## config.mk

```make
export PLATFORM = sky130hd
export DESIGN_NAME = io_write_arbiter
export DESIGN_NICKNAME = d
export VERILOG_FILES = /design/src/rtl/io_write_arbiter.sv
export SDC_FILE = /design/constraint.sdc
export NUM_CORES = 1
export LEC_CHECK = 0
export ABC_AREA = 0
export CAP_MARGIN = 20
export CORE_MARGIN = 10
export CORE_UTILIZATION = 44
export CTS_BUF_LIST = sky130_fd_sc_hd__clkbuf_4 sky130_fd_sc_hd__clkbuf_8 sky130_fd_sc_hd__clkbuf_16
export CTS_CLUSTER_SIZE = 14
export DETAILED_ROUTE_END_ITERATION = 16
export PLACE_DENSITY = 0.79
export RECOVER_POWER = 25
export SYNTH_ARGS = -nofsm -noshare
export SYNTH_HDL_FRONTEND = slang
export SYNTH_SLANG_ARGS = --single-unit
export TNS_END_PERCENT = 10
```

## constraint.sdc

```tcl
create_clock -name io_clk -period 1.6 [get_ports io_clk]
set_input_delay 0.48 -clock io_clk [delete_from_list [all_inputs] [get_ports io_clk]]
set_output_delay 0.48 -clock io_clk [all_outputs]
set_load 0.01 [all_outputs]
```

## src/rtl/io_write_arbiter.sv

```systemverilog
// rtl/io_write_arbiter.sv - round-robin arbiter of two one-entry write buffers onto the output-port write bus
// Out-of-window writes are dropped with a sticky error flag.
module io_write_arbiter #(
  parameter logic [5:0]  PORT_BASE  = 6'b100000,
  parameter int unsigned PORT_COUNT = 3
) (
  input  logic        io_clk,
  input  logic        resetn,
  input  logic        req0,
  input  logic [31:0] addr0,
  input  logic [31:0] data0,
  output logic        rdy0,
  input  logic        req1,
  input  logic [31:0] addr1,
  input  logic [31:0] data1,
  output logic        rdy1,
  output logic [31:0] io_addr,
  output logic [31:0] io_data,
  output logic        io_we,
  output logic        busy,
  output logic        err,
  output logic        err_src,
  input  logic        err_clr
);

  // One extra bit so PORT_BASE + PORT_COUNT cannot wrap the slot compare.
  localparam logic [6:0] WIN_LO = {1'b0, PORT_BASE};
  localparam logic [6:0] WIN_HI = WIN_LO + 7'(PORT_COUNT) - 7'd1;

  logic        pend0;
  logic        pend1;
  logic [31:0] baddr0;
  logic [31:0] bdata0;
  logic [31:0] baddr1;
  logic [31:0] bdata1;
  logic        last_grant;

  logic        grant_vld;
  logic        grant_sel;
  logic [31:0] gaddr;
  logic [31:0] gdata;
  logic [6:0]  gslot;
  logic        in_window;
  logic        drop;

  assign rdy0 = ~pend0;
  assign rdy1 = ~pend1;
  assign busy = pend0 | pend1;

  always_comb begin
    grant_vld = pend0 | pend1;
    grant_sel = 1'b0;
    if (pend0 && pend1) begin
      grant_sel = ~last_grant;
    end else begin
      grant_sel = pend1;
    end
  end

  assign gaddr     = grant_sel ? baddr1 : baddr0;
  assign gdata     = grant_sel ? bdata1 : bdata0;
  assign gslot     = {1'b0, gaddr[7:2]};
  assign in_window = (gslot >= WIN_LO) && (gslot <= WIN_HI);
  assign drop      = grant_vld & ~in_window;

  // Accept and grant of the same requester are mutually exclusive (pend gates both).
  always_ff @(posedge io_clk or negedge resetn) begin
    if (!resetn) begin
      pend0  <= 1'b0;
      baddr0 <= '0;
      bdata0 <= '0;
    end else if (req0 && rdy0) begin
      pend0  <= 1'b1;
      baddr0 <= addr0;
      bdata0 <= data0;
    end else if (grant_vld && !grant_sel) begin
      pend0  <= 1'b0;
    end
  end

  always_ff @(posedge io_clk or negedge resetn) begin
    if (!resetn) begin
      pend1  <= 1'b0;
      baddr1 <= '0;
      bdata1 <= '0;
    end else if (req1 && rdy1) begin
      pend1  <= 1'b1;
      baddr1 <= addr1;
      bdata1 <= data1;
    end else if (grant_vld && grant_sel) begin
      pend1  <= 1'b0;
    end
  end

  always_ff @(posedge io_clk or negedge resetn) begin
    if (!resetn) begin
      last_grant <= 1'b1;
      io_we      <= 1'b0;
      io_addr    <= '0;
      io_data    <= '0;
    end else begin
      io_we <= 1'b0;
      if (grant_vld) begin
        last_grant <= grant_sel;
        if (in_window) begin
          io_we   <= 1'b1;
          io_addr <= gaddr;
          io_data <= gdata;
        end
      end
    end
  end

  // A drop on the same edge as err_clr keeps the flag set.
  always_ff @(posedge io_clk or negedge resetn) begin
    if (!resetn) begin
      err     <= 1'b0;
      err_src <= 1'b0;
    end else if (drop) begin
      err     <= 1'b1;
      err_src <= grant_sel;
    end else if (err_clr) begin
      err     <= 1'b0;
    end
  end

endmodule

```

==> key figures, run 1 <==
Timing
  – Pins Over Slew Limit: 0
  – Worst-margin pin slew: 641 ps
  – Total negative setup slack: -23010 ps
  – Setup slack after layout: -295 ps
  – Max_slew headroom: 57.3%
  – Final period util: 118%
  – Highest clock rate: 0.528 GHz
  – Final setup violation count: 131
  – Final hold viol count: 0
  – Post-layout minimum cycle time: 1900 ps
  – RSZ-0062 raised after global routing: yes
  – Final Skew: 9.97 ps

Placed design
  – Placed insts: 942
  – Port Buffers: 202
  – Detail Placement HPWL: 14900 µm
  – GP Congestion: 0.798

Critical path
  – Crit path kind: flip-flop to flip-flop
  – Worst path max stage delay: 420 ps
  – Worst setup EP type: flip-flop
  – Crit path DAT: roughly 2200 ps
  – Critical-path maximum fanout: 8
  – CP max stage cell: dfrtp_1
  – Worst EP required: 1910 ps
  – Crit path cell chain: buf_6 -> a21boi_4 -> buf_4 -> buf_8 -> buf_12 -> mux2_2 -> mux2_1
  – Setup crit start kind: flip-flop

Clocking
  – Clk sinks: 198
  – H-tree depth: 4
  – CTS root buf: clkbuf_16
  – CTS Buf Count: 17
  – Longest Clk Path Bufs: 2
  – TritonCTS clock tree: done
  – Clk_lat worst skew: 430 ps
  – Worst-path clk slew: 70 ps

Cells and area
  – # diodes: 0
  – Final core occ: 64.0%
  – Post-layout instance count excluding filler cells: 988
  – Commonest non-fill, non-tap cell in the layout: mux2_2
  – P&R area growth vs syn: 42.3%
  – Nets@finish: 879
  – Layout cells sized above 1: between 40% and 50%
  – Fill count: between 1000 and 1500
  – Commonest non-fill, non-tap cells in the layout: mux2_2, dfrtp_1, clkdlybuf4s50_1, clkdlybuf4s15_1

Synthesis
  – Distinct cells, synth: 23
  – Sequential area share after synthesis: about 61%
  – Yosys warns: 0
  – Average size of a mapped cell: 16.1 µm²
  – Post-Syn Instances: 504
  – Synth Cell Area: 8110 µm²
  – Post-synth net total: 637
  – Seq cells post-synth: between 150 and 200

Routing
  – Starting DRT DRC Count: around 220
  – Wire per inst: between 20 and 25 µm
  – Final antenna-violating net count: 0
  – Remaining DRCs: 0
  – Vias per cell: 5.10
  – Vias: 5038
  – Drt first pass iters: 4
  – Routed WL: 21100 µm

Floorplan
  – Effective utilization at floorplan: 45.0%
  – Core area: 18000 µm²
  – FP Rows: 49
  – Chip height: 156 µm
  – Total I/O pin count: ~200
  – Width of the die: ~160 µm
  – Total die area: 24300 µm²

Min path
  – Min-Delay Path Class: flip-flop to flip-flop

Status
  – Status: finished, violations left
  – Failing checks: negative setup slack

Power
  – Cell Pwr Density: 2000 nW/µm²
  – P_leak: 4.91 nW
  – Peak VDD IR: 1.17 mV
  – Pwr Total: 23.0 mW

Global routing
  – Total track usage: between 15 and 20%
  – Global-route wire length before repair: 33200 µm
  – Initial antenna violation count: 0
  – GR Overflow Total: 0
  – Vias in the first global route: 5833
  – Pin count of the biggest net entering global routing: 44

Job
  – MaxCap Viol Count: 0
critical path: cells and delay by family, from the launching register on:
kind            cells  cell delay [ps]
compound gates      1              180
buf+inv             4              540
flops               1              420
mux                 2              620
layer usage:
layer,GRT usage (%),part of all wire [%],wire length [µm],vias up
li1,-,-,-,2276
met1,21.7,43,9130,2587
met2,28.8,49,10400,157
met3,5.54,6.2,1320,18
met4,5.08,1.4,290,0
met5,0,0,0,-
registers in the layout, summed over array words and instances, names as in the netlist:
signal / cells
baddr0: 32
baddr1: 32
bdata0: 32
bdata1: 32
io_addr: 32
io_data: 32
err: 1
err_src: 1
io_we: 1
last_grant: 1
pend0: 1
pend1: 1
where the power goes:
part	internal (mW)	total, mW	switching, mW	leakage [nW]
Clock	2.73	4.63	1.90	0.308
Combinational	5.94	9.49	3.55	2.26
Sequential	7.49	8.90	1.41	2.34
Total	16.2	23.0	6.87	4.91
cell usage after synthesis (all sizes together):
cell | n | area [µm²]
nor2b | 5 | 31.3
inv | 4 | 15.0
or2 | 1 | 6.26
a21o | 1 | 7.51
mux2 | 248 | 2790
a21oi | 3 | 15.0
a21boi | 1 | 11.3
nor4b | 2 | 23.8
dfrtp | 197 | 4930
nor2 | 5 | 18.8
o21ai | 1 | 5.00
o31ai | 1 | 12.5
nand3 | 1 | 5.00
buf | 26 | 183
clkbuf | 2 | 7.51
dfstp | 1 | 26.3
nand2 | 4 | 15.0
o22ai | 1 | 6.26
kinds of logic after synthesis:
| logic type | Yosys count | share of synthesized area (%) |
|---|---|---|
| multiplexers | 248 | 34.4 |
| AO/OA/AOI/OAI | 8 | 0.709 |
| flip-flops | 198 | 61.1 |
| buffers and inverters | 32 | 2.53 |
| AND/OR/NAND/NOR | 18 | 1.23 |
through the flow:
stage	hold WS [ps]	setup slack, ps	area [µm²]
final	494	-295	11500
after global routing	516	-356	11500
after CTS	493	-284	11600
after detailed placement	443	-364	10700
after global placement	441	-345	10700
after floorplan	184	-114	8110
worst paths after layout:
| path | start | to | slack (ps) | cells past startpoint |
|---|---|---|---|---|
| max reg2reg | pend0 | io_addr[29] | -300 | 7 |
| min in group asynchronous | resetn | io_data[18] | 640 | 2 |
| max | pend0 | io_addr[29] | -300 | 7 |
| min | io_addr[7] | io_addr[7] | 490 | 1 |
| min reg2reg | io_addr[7] | io_addr[7] | 490 | 1 |
| max in group asynchronous | resetn | baddr1[7] | 180 | 3 |
final cells by class:
cell class	count	area (µm²)	share of cell area, %
multi-input cells	274	3040	26.4
flip-flops and latches	198	4960	42.9
clock buffers	19	453	3.92
repair buffers	251	2590	22.5
well taps	229	287	2.48
inverters	4	17.5	0.152
clock inverters	13	194	1.68
repair_timing:
action                                 in CTS  in global routing
gates resized for setup                   167                 30
setup endpoints to repair                 135                144
buffers inserted                           11                  1
endpoints found under the hold margin      33                  0
gates cloned                                2                  1
hold buffers                                1                  0
pin swaps                                   3                  3
Note: power is estimated with default switching activity, not from simulation.
==> run 2: changes to the inputs <==
--- a/config.mk
+++ b/config.mk
@@ -7,12 +7,14 @@
 export LEC_CHECK = 0
 export ABC_AREA = 0
 export CAP_MARGIN = 20
+export CELL_PAD_IN_SITES_DETAIL_PLACEMENT = 2
+export CELL_PAD_IN_SITES_GLOBAL_PLACEMENT = 2
 export CORE_MARGIN = 10
-export CORE_UTILIZATION = 44
+export CORE_UTILIZATION = 37
 export CTS_BUF_LIST = sky130_fd_sc_hd__clkbuf_4 sky130_fd_sc_hd__clkbuf_8 sky130_fd_sc_hd__clkbuf_16
 export CTS_CLUSTER_SIZE = 14
 export DETAILED_ROUTE_END_ITERATION = 16
-export PLACE_DENSITY = 0.79
+export PLACE_DENSITY = 0.88
 export RECOVER_POWER = 25
 export SYNTH_ARGS = -nofsm -noshare
 export SYNTH_HDL_FRONTEND = slang
==> constraint.sdc (replaced) <==
create_clock -name io_clk -period 2.2 [get_ports io_clk]
set_input_delay 0.66 -clock io_clk [delete_from_list [all_inputs] [get_ports io_clk]]
set_output_delay 0.66 -clock io_clk [all_outputs]
set_load 0.01 [all_outputs]
==> run 2 against run 1 <==
The flow now finishes without violations. Sequential share of layout area grew 1.6 points. Core utilization down 13 points. Global-route usage fell by 0.27 points. Via count down 1.6%. First-iteration DRC count down 17%. Clock power down 31%. Critical path type is now flip-flop to primary output. Critical endpoint is now rdy1.
==> key figures, run 2 (synthesis results as in run 1) <==
Status
  – Status: finished clean

Routing
  – Final antenna-violating net count: 0 (unchanged)
  – Wire per inst: 24.0 µm (+12%)
  – Routed WL: 24200 µm (+15%)
  – Vias: 4957 (-1.6%)
  – Drt first pass iters: 4 (unchanged)
  – Remaining DRCs: 0 (unchanged)
  – Vias per cell: 4.91 (-3.7%)
  – Starting DRT DRC Count: 187 (-17%)

Min path
  – Min-Delay Path Class: primary input to async pin

Timing
  – Final hold viol count: 0 (unchanged)
  – RSZ-0062 raised after global routing: no
  – Post-layout minimum cycle time: 2110 ps
  – Max_slew headroom: 33.1% (-24 points)
  – Worst-margin pin slew: 1000 ps (+364 ps)
  – Highest clock rate: 0.474 GHz
  – Total negative setup slack: 0 ps (+23010 ps)
  – Final period util: 95.8%
  – Pins Over Slew Limit: 0 (unchanged)
  – Final setup violation count: 0 (-100%)
  – Final Skew: 12.9 ps (+2.95 ps)

Global routing
  – Total track usage: 17.2% (-0.27 points)
  – Vias in the first global route: 6114 (+4.8%)
  – GR Overflow Total: 0 (unchanged)
  – Initial antenna violation count: 1 (+1)
  – Global-route wire length before repair: 38000 µm (+15%)
  – Pin count of the biggest net entering global routing: 64 (+45%)

Clocking
  – Longest Clk Path Bufs: 2 (unchanged)
  – CTS Buf Count: 17 (unchanged)
  – Clk_lat worst skew: 430 ps (about the same)
  – H-tree depth: 4 (unchanged)
  – Hold_buf cts: 0 (-1)
  – Clk sinks: 198 (unchanged)
  – CTS root buf: clkbuf_16
  – Worst-path clk slew: 80 ps (about the same)
  – TritonCTS clock tree: done

Power
  – Pwr Total: 16.1 mW (-30%)
  – Cell Pwr Density: 1450 nW/µm² (-27%)
  – Peak VDD IR: 0.499 mV (-57%)
  – P_leak: 4.59 nW (-6.6%)

Critical path
  – Reg2Reg Setup Slack: 140 ps (+440 ps)
  – Worst EP required: 1540 ps (-370 ps)
  – Crit path DAT: 1450 ps (-750 ps)
  – Worst r2r src: pend1
  – Crit path kind: flip-flop to primary output
  – CP max stage cell: clkdlybuf4s50_1
  – Worst setup EP type: primary output
  – Crit path cell chain: inv_1 -> clkdlybuf4s50_1
  – Critical Path Start: pend1
  – WP buf/inv: 2 (-2)
  – Worst path max stage delay: 530 ps (+110 ps)
  – Setup crit start kind: flip-flop
  – CP delay by family, top: buffers and inverters
  – Critical-path maximum fanout: 4 (-4)

Floorplan
  – Width of the die: 168 µm (+7.9%)
  – FP Rows: 54 (+10%)
  – Core area: 21700 µm² (+20%)
  – Effective utilization at floorplan: 37.4% (-7.6 points)
  – Chip height: 168 µm (+7.9%)
  – Total I/O pin count: 203 (unchanged)
  – Total die area: 28200 µm² (+16%)

Cells and area
  – Layout cells sized above 1: 41.6% (-4.8 points)
  – Fill count: 1977 (+51%)
  – Commonest non-fill, non-tap cell in the layout: mux2_2
  – Commonest non-fill, non-tap cells in the layout: mux2_2, clkdlybuf4s50_1, dfrtp_1, clkbuf_16, buf_4
  – P&R area growth vs syn: 37.4%
  – Nets@finish: 848 (-3.5%)

Placed design
  – GP Congestion: 0.768 (-3.8%)
  – Port Buffers: 202 (unchanged)
  – Detail Placement HPWL: 17400 µm (+17%)

Job
  – MaxCap Viol Count: 0 (unchanged)
[run 2: final cells by class]
| class | count | area (µm²) | area share [%] |
|---|---|---|---|
| antenna | 1 | 2.50 | 0.0225 |
| inverter | 4 | 15.0 | 0.135 |
| tap | 280 | 350 | 3.14 |
| clock inverter | 13 | 160 | 1.44 |
| clock buffer | 19 | 447 | 4.01 |
| sequential | 198 | 4960 | 44.5 |
| multi-input combinational | 274 | 2980 | 26.8 |
| timing repair buffer | 220 | 2220 | 20.0 |
[run 2: repair_timing]
action / in CTS / in global routing
endpoints found under the setup margin: 3 / 0
buffers inserted: 3 / 0
gates resized for setup: 5 / 0
[run 2: metrics by stage]
step	area, µm²	std cells	hold slack [ps]	setup WS, ps	utilization, %
floorplan	8110	504	364	392	-
global placement	10500	973	459	76.9	48.6
detailed placement	10500	973	473	31.0	48.6
CTS	11200	1008	143	59.3	51.5
global route	11100	1009	446	26.7	51.4
finish	11100	1009	386	92.2	51.4
[run 2: power breakdown]
group | switching, mW | leakage, nW | internal (mW)
registers | 1.09 | 2.34 | 5.45
logic | 2.47 | 1.94 | 3.93
clock network | 1.51 | 0.298 | 1.67
total | 5.07 | 4.59 | 11.1
[run 2: routing by layer]
layer / global-route usage, % / wire, µm / vias up
met2: 31.2 / 13200 / 127
met1: 19.7 / 9560 / 2599
met5: 0 / 0 / -
met4: 5.49 / 434 / 0
met3: 3.89 / 1030 / 28
li1: - / - / 2203
[run 2: final timing paths]
kind / to / cells past startpoint
max: rdy1 / 2
min in group io_clk: io_addr[7] / 1
min reg2reg: io_addr[7] / 1
max reg2reg: io_addr[10] / 6
max in group asynchronous: baddr0[16] / 2
min: bdata0[18] / 1
==> run 3: changes to the inputs <==
--- a/config.mk
+++ b/config.mk
@@ -14,7 +14,7 @@
 export CTS_BUF_LIST = sky130_fd_sc_hd__clkbuf_4 sky130_fd_sc_hd__clkbuf_8 sky130_fd_sc_hd__clkbuf_16
 export CTS_CLUSTER_SIZE = 14
 export DETAILED_ROUTE_END_ITERATION = 16
-export PLACE_DENSITY = 0.88
+export PLACE_DENSITY = 0.85
 export RECOVER_POWER = 25
 export SYNTH_ARGS = -nofsm -noshare
 export SYNTH_HDL_FRONTEND = slang
==> run 3 against run 2 <==
Power barely moved. Setup slack improved by 29 ps. Register-to-register slack barely moved. Final area barely moved. Critical path type unchanged. Combinational power rose by 1%. Die area did not move. Core utilization barely moved.
==> key figures, run 3 (synthesis results as in run 1) <==
Status
  – Status: finished clean

Timing
  – Setup slack after layout: 121 ps (+29.0 ps)
  – Final period util: 94.5% (-1.3 points)
  – RSZ-0062 raised after global routing: no
  – Final Skew: 15.0 ps (+2.08 ps)
  – Final setup violation count: 0 (unchanged)
  – Final hold viol count: 0 (unchanged)
  – Total negative setup slack: 0 ps (unchanged)
  – Highest clock rate: 0.481 GHz (+1.4%)
  – Post-layout minimum cycle time: 2080 ps (-29.0 ps)
  – WHS: 493 ps (+107 ps)
  – Max_slew headroom: 14.4% (-19 points)
  – Worst-margin pin slew: 1280 ps (+280 ps)
  – Pins Over Slew Limit: 0 (unchanged)

Power
  – Peak VDD IR: 0.564 mV (+13%)
  – P_leak: 4.59 nW (about the same)
  – Cell Pwr Density: 1450 nW/µm² (about the same)
  – Pwr Total: 16.1 mW (about the same)

Critical path
  – Worst setup EP type: primary output
  – CP delay by family, top: buffers and inverters
  – Crit path kind: flip-flop to primary output
  – Critical Path Start: io_addr[22]
  – Crit path DAT: 1420 ps (-30 ps)
  – Worst r2r src: baddr0[6]
  – Worst EP required: 1540 ps (about the same)
  – Worst path max stage delay: 610 ps (+80 ps)
  – CP max stage cell: clkdlybuf4s50_1
  – WP buf/inv: 1 (-1)
  – Critical-path maximum fanout: 2 (-2)
  – Setup crit start kind: flip-flop
  – Crit path cell chain: clkdlybuf4s50_1

Cells and area
  – Multi-input gate area: 2980 µm² (about the same)
  – Post-layout instance count excluding filler cells: 1011 (+0.20%)
  – Fill count: 1995 (+0.91%)
  – Post-route cell area: 11100 µm² (about the same)
  – Commonest non-fill, non-tap cell in the layout: mux2_2
  – Commonest non-fill, non-tap cells in the layout: mux2_2, clkdlybuf4s50_1, dfrtp_1, clkbuf_16, buf_12
  – P&R area growth vs syn: 37.5% (about the same)
  – Final core occ: 51.4% (about the same)
  – Reg area: 4960 µm² (about the same)
  – Nets@finish: 850 (+0.24%)
  – Layout cells sized above 1: 41.4% (-0.25 points)

Floorplan
  – Effective utilization at floorplan: 37.4% (unchanged)
  – Chip height: 168 µm (unchanged)
  – Total I/O pin count: 203 (unchanged)
  – Core area: 21700 µm² (unchanged)
  – Width of the die: 168 µm (unchanged)
  – Total die area: 28200 µm² (unchanged)
  – FP Rows: 54 (unchanged)

Clocking
  – Worst-path clk slew: 80 ps (about the same)
  – Setup Buffers After CTS: 0 (-3)
  – Clk sinks: 198 (unchanged)
  – CTS Buf Count: 17 (unchanged)
  – Longest Clk Path Bufs: 2 (unchanged)
  – CTS root buf: clkbuf_16
  – Resize count post-CTS: 4 (-1)
  – Hold_buf cts: 0 (unchanged)
  – TritonCTS clock tree: done
  – Clk_lat worst skew: 430 ps (about the same)
  – H-tree depth: 4 (unchanged)

Global routing
  – Vias in the first global route: 6161 (+0.77%)
  – Pin count of the biggest net entering global routing: 50 (-22%)
  – GR Overflow Total: 0 (unchanged)
  – Total track usage: 17.5% (+0.22 points)
  – Initial antenna violation count: 1 (unchanged)
  – Global-route wire length before repair: 38300 µm (+0.67%)

Routing
  – Vias per cell: 4.90 (-0.36%)
  – Remaining DRCs: 0 (unchanged)
  – Drt first pass iters: 4 (unchanged)
  – Starting DRT DRC Count: 185 (-1.1%)
  – Vias: 4949 (-0.16%)
  – Final antenna-violating net count: 0 (unchanged)
  – Wire per inst: 24.3 µm (+1.2%)
  – Routed WL: 24500 µm (+1.4%)

Placed design
  – GP Congestion: 0.757 (-1.5%)
  – DP Worst Slack: 22.6 ps (-8.34 ps)
  – Port Buffers: 202 (unchanged)
  – Detail Placement HPWL: 17800 µm (+2.3%)
  – Placed insts: 978 (+0.51%)
  – Placed cell area: 10600 µm² (+0.71%)

Min path
  – Critical hold path startpoint: io_data[18]
  – Min-Delay Path Class: flip-flop to flip-flop

Job
  – MaxCap Viol Count: 0 (unchanged)
## run 3: cell types whose count changed in the layout (fill, tap and decap cells not counted), moves of 2 or more
cell	delta
clkinv_2	+2
inv_6	-3
buf_12	+3
clkinv_4	+3
clkinv_8	-3
buf_4	-3
## run 3: layout make-up
cell class	instances	area share, %
Antenna cell	1	0.0224
Clock buffer	18	3.88
Clock inverter	14	1.26
Inverter	4	0.135
Multi-Input combinational cell	274	26.7
Sequential cell	198	44.5
Tap cell	280	3.14
Timing Repair Buffer	222	20.4
## run 3: where the power goes
group          total, mW  leakage (nW)  switching [mW]  internal [mW]
Clock               3.09         0.283            1.48           1.61
Sequential          6.56          2.35            1.11           5.45
Combinational       6.48          1.96            2.51           3.97
Total               16.1          4.59            5.11           11.0
## run 3: worst paths after layout
path / end / slack (ps) / cells past startpoint
hold reg to reg: io_data[18] / 490 / 1
setup / recovery: io_addr[22] / 120 / 1
max in group asynchronous: bdata1[23] / 330 / 2
min in group asynchronous: io_addr[18] / 500 / 1
hold / removal: io_data[18] / 490 / 1
setup reg to reg: io_addr[24] / 150 / 5
## run 3: worst reg2reg max path: cells and delay by family (launching register included)
kind | cells | cell delay, ps
AND/OR/NAND/NOR | 2 | 480
AO/OA/AOI/OAI | 1 | 350
multiplexers | 1 | 400
buffers and inverters | 1 | 290
flip-flops | 1 | 410
## run 3: per-layer routing
metal / wire [µm] / up-vias / global-route usage, %
li1: - / 2208 / -
met5: 0 / - / 0
met4: 141 / 0 / 3.18
met2: 13300 / 130 / 31.7
met3: 1460 / 11 / 5.68
met1: 9680 / 2600 / 19.7
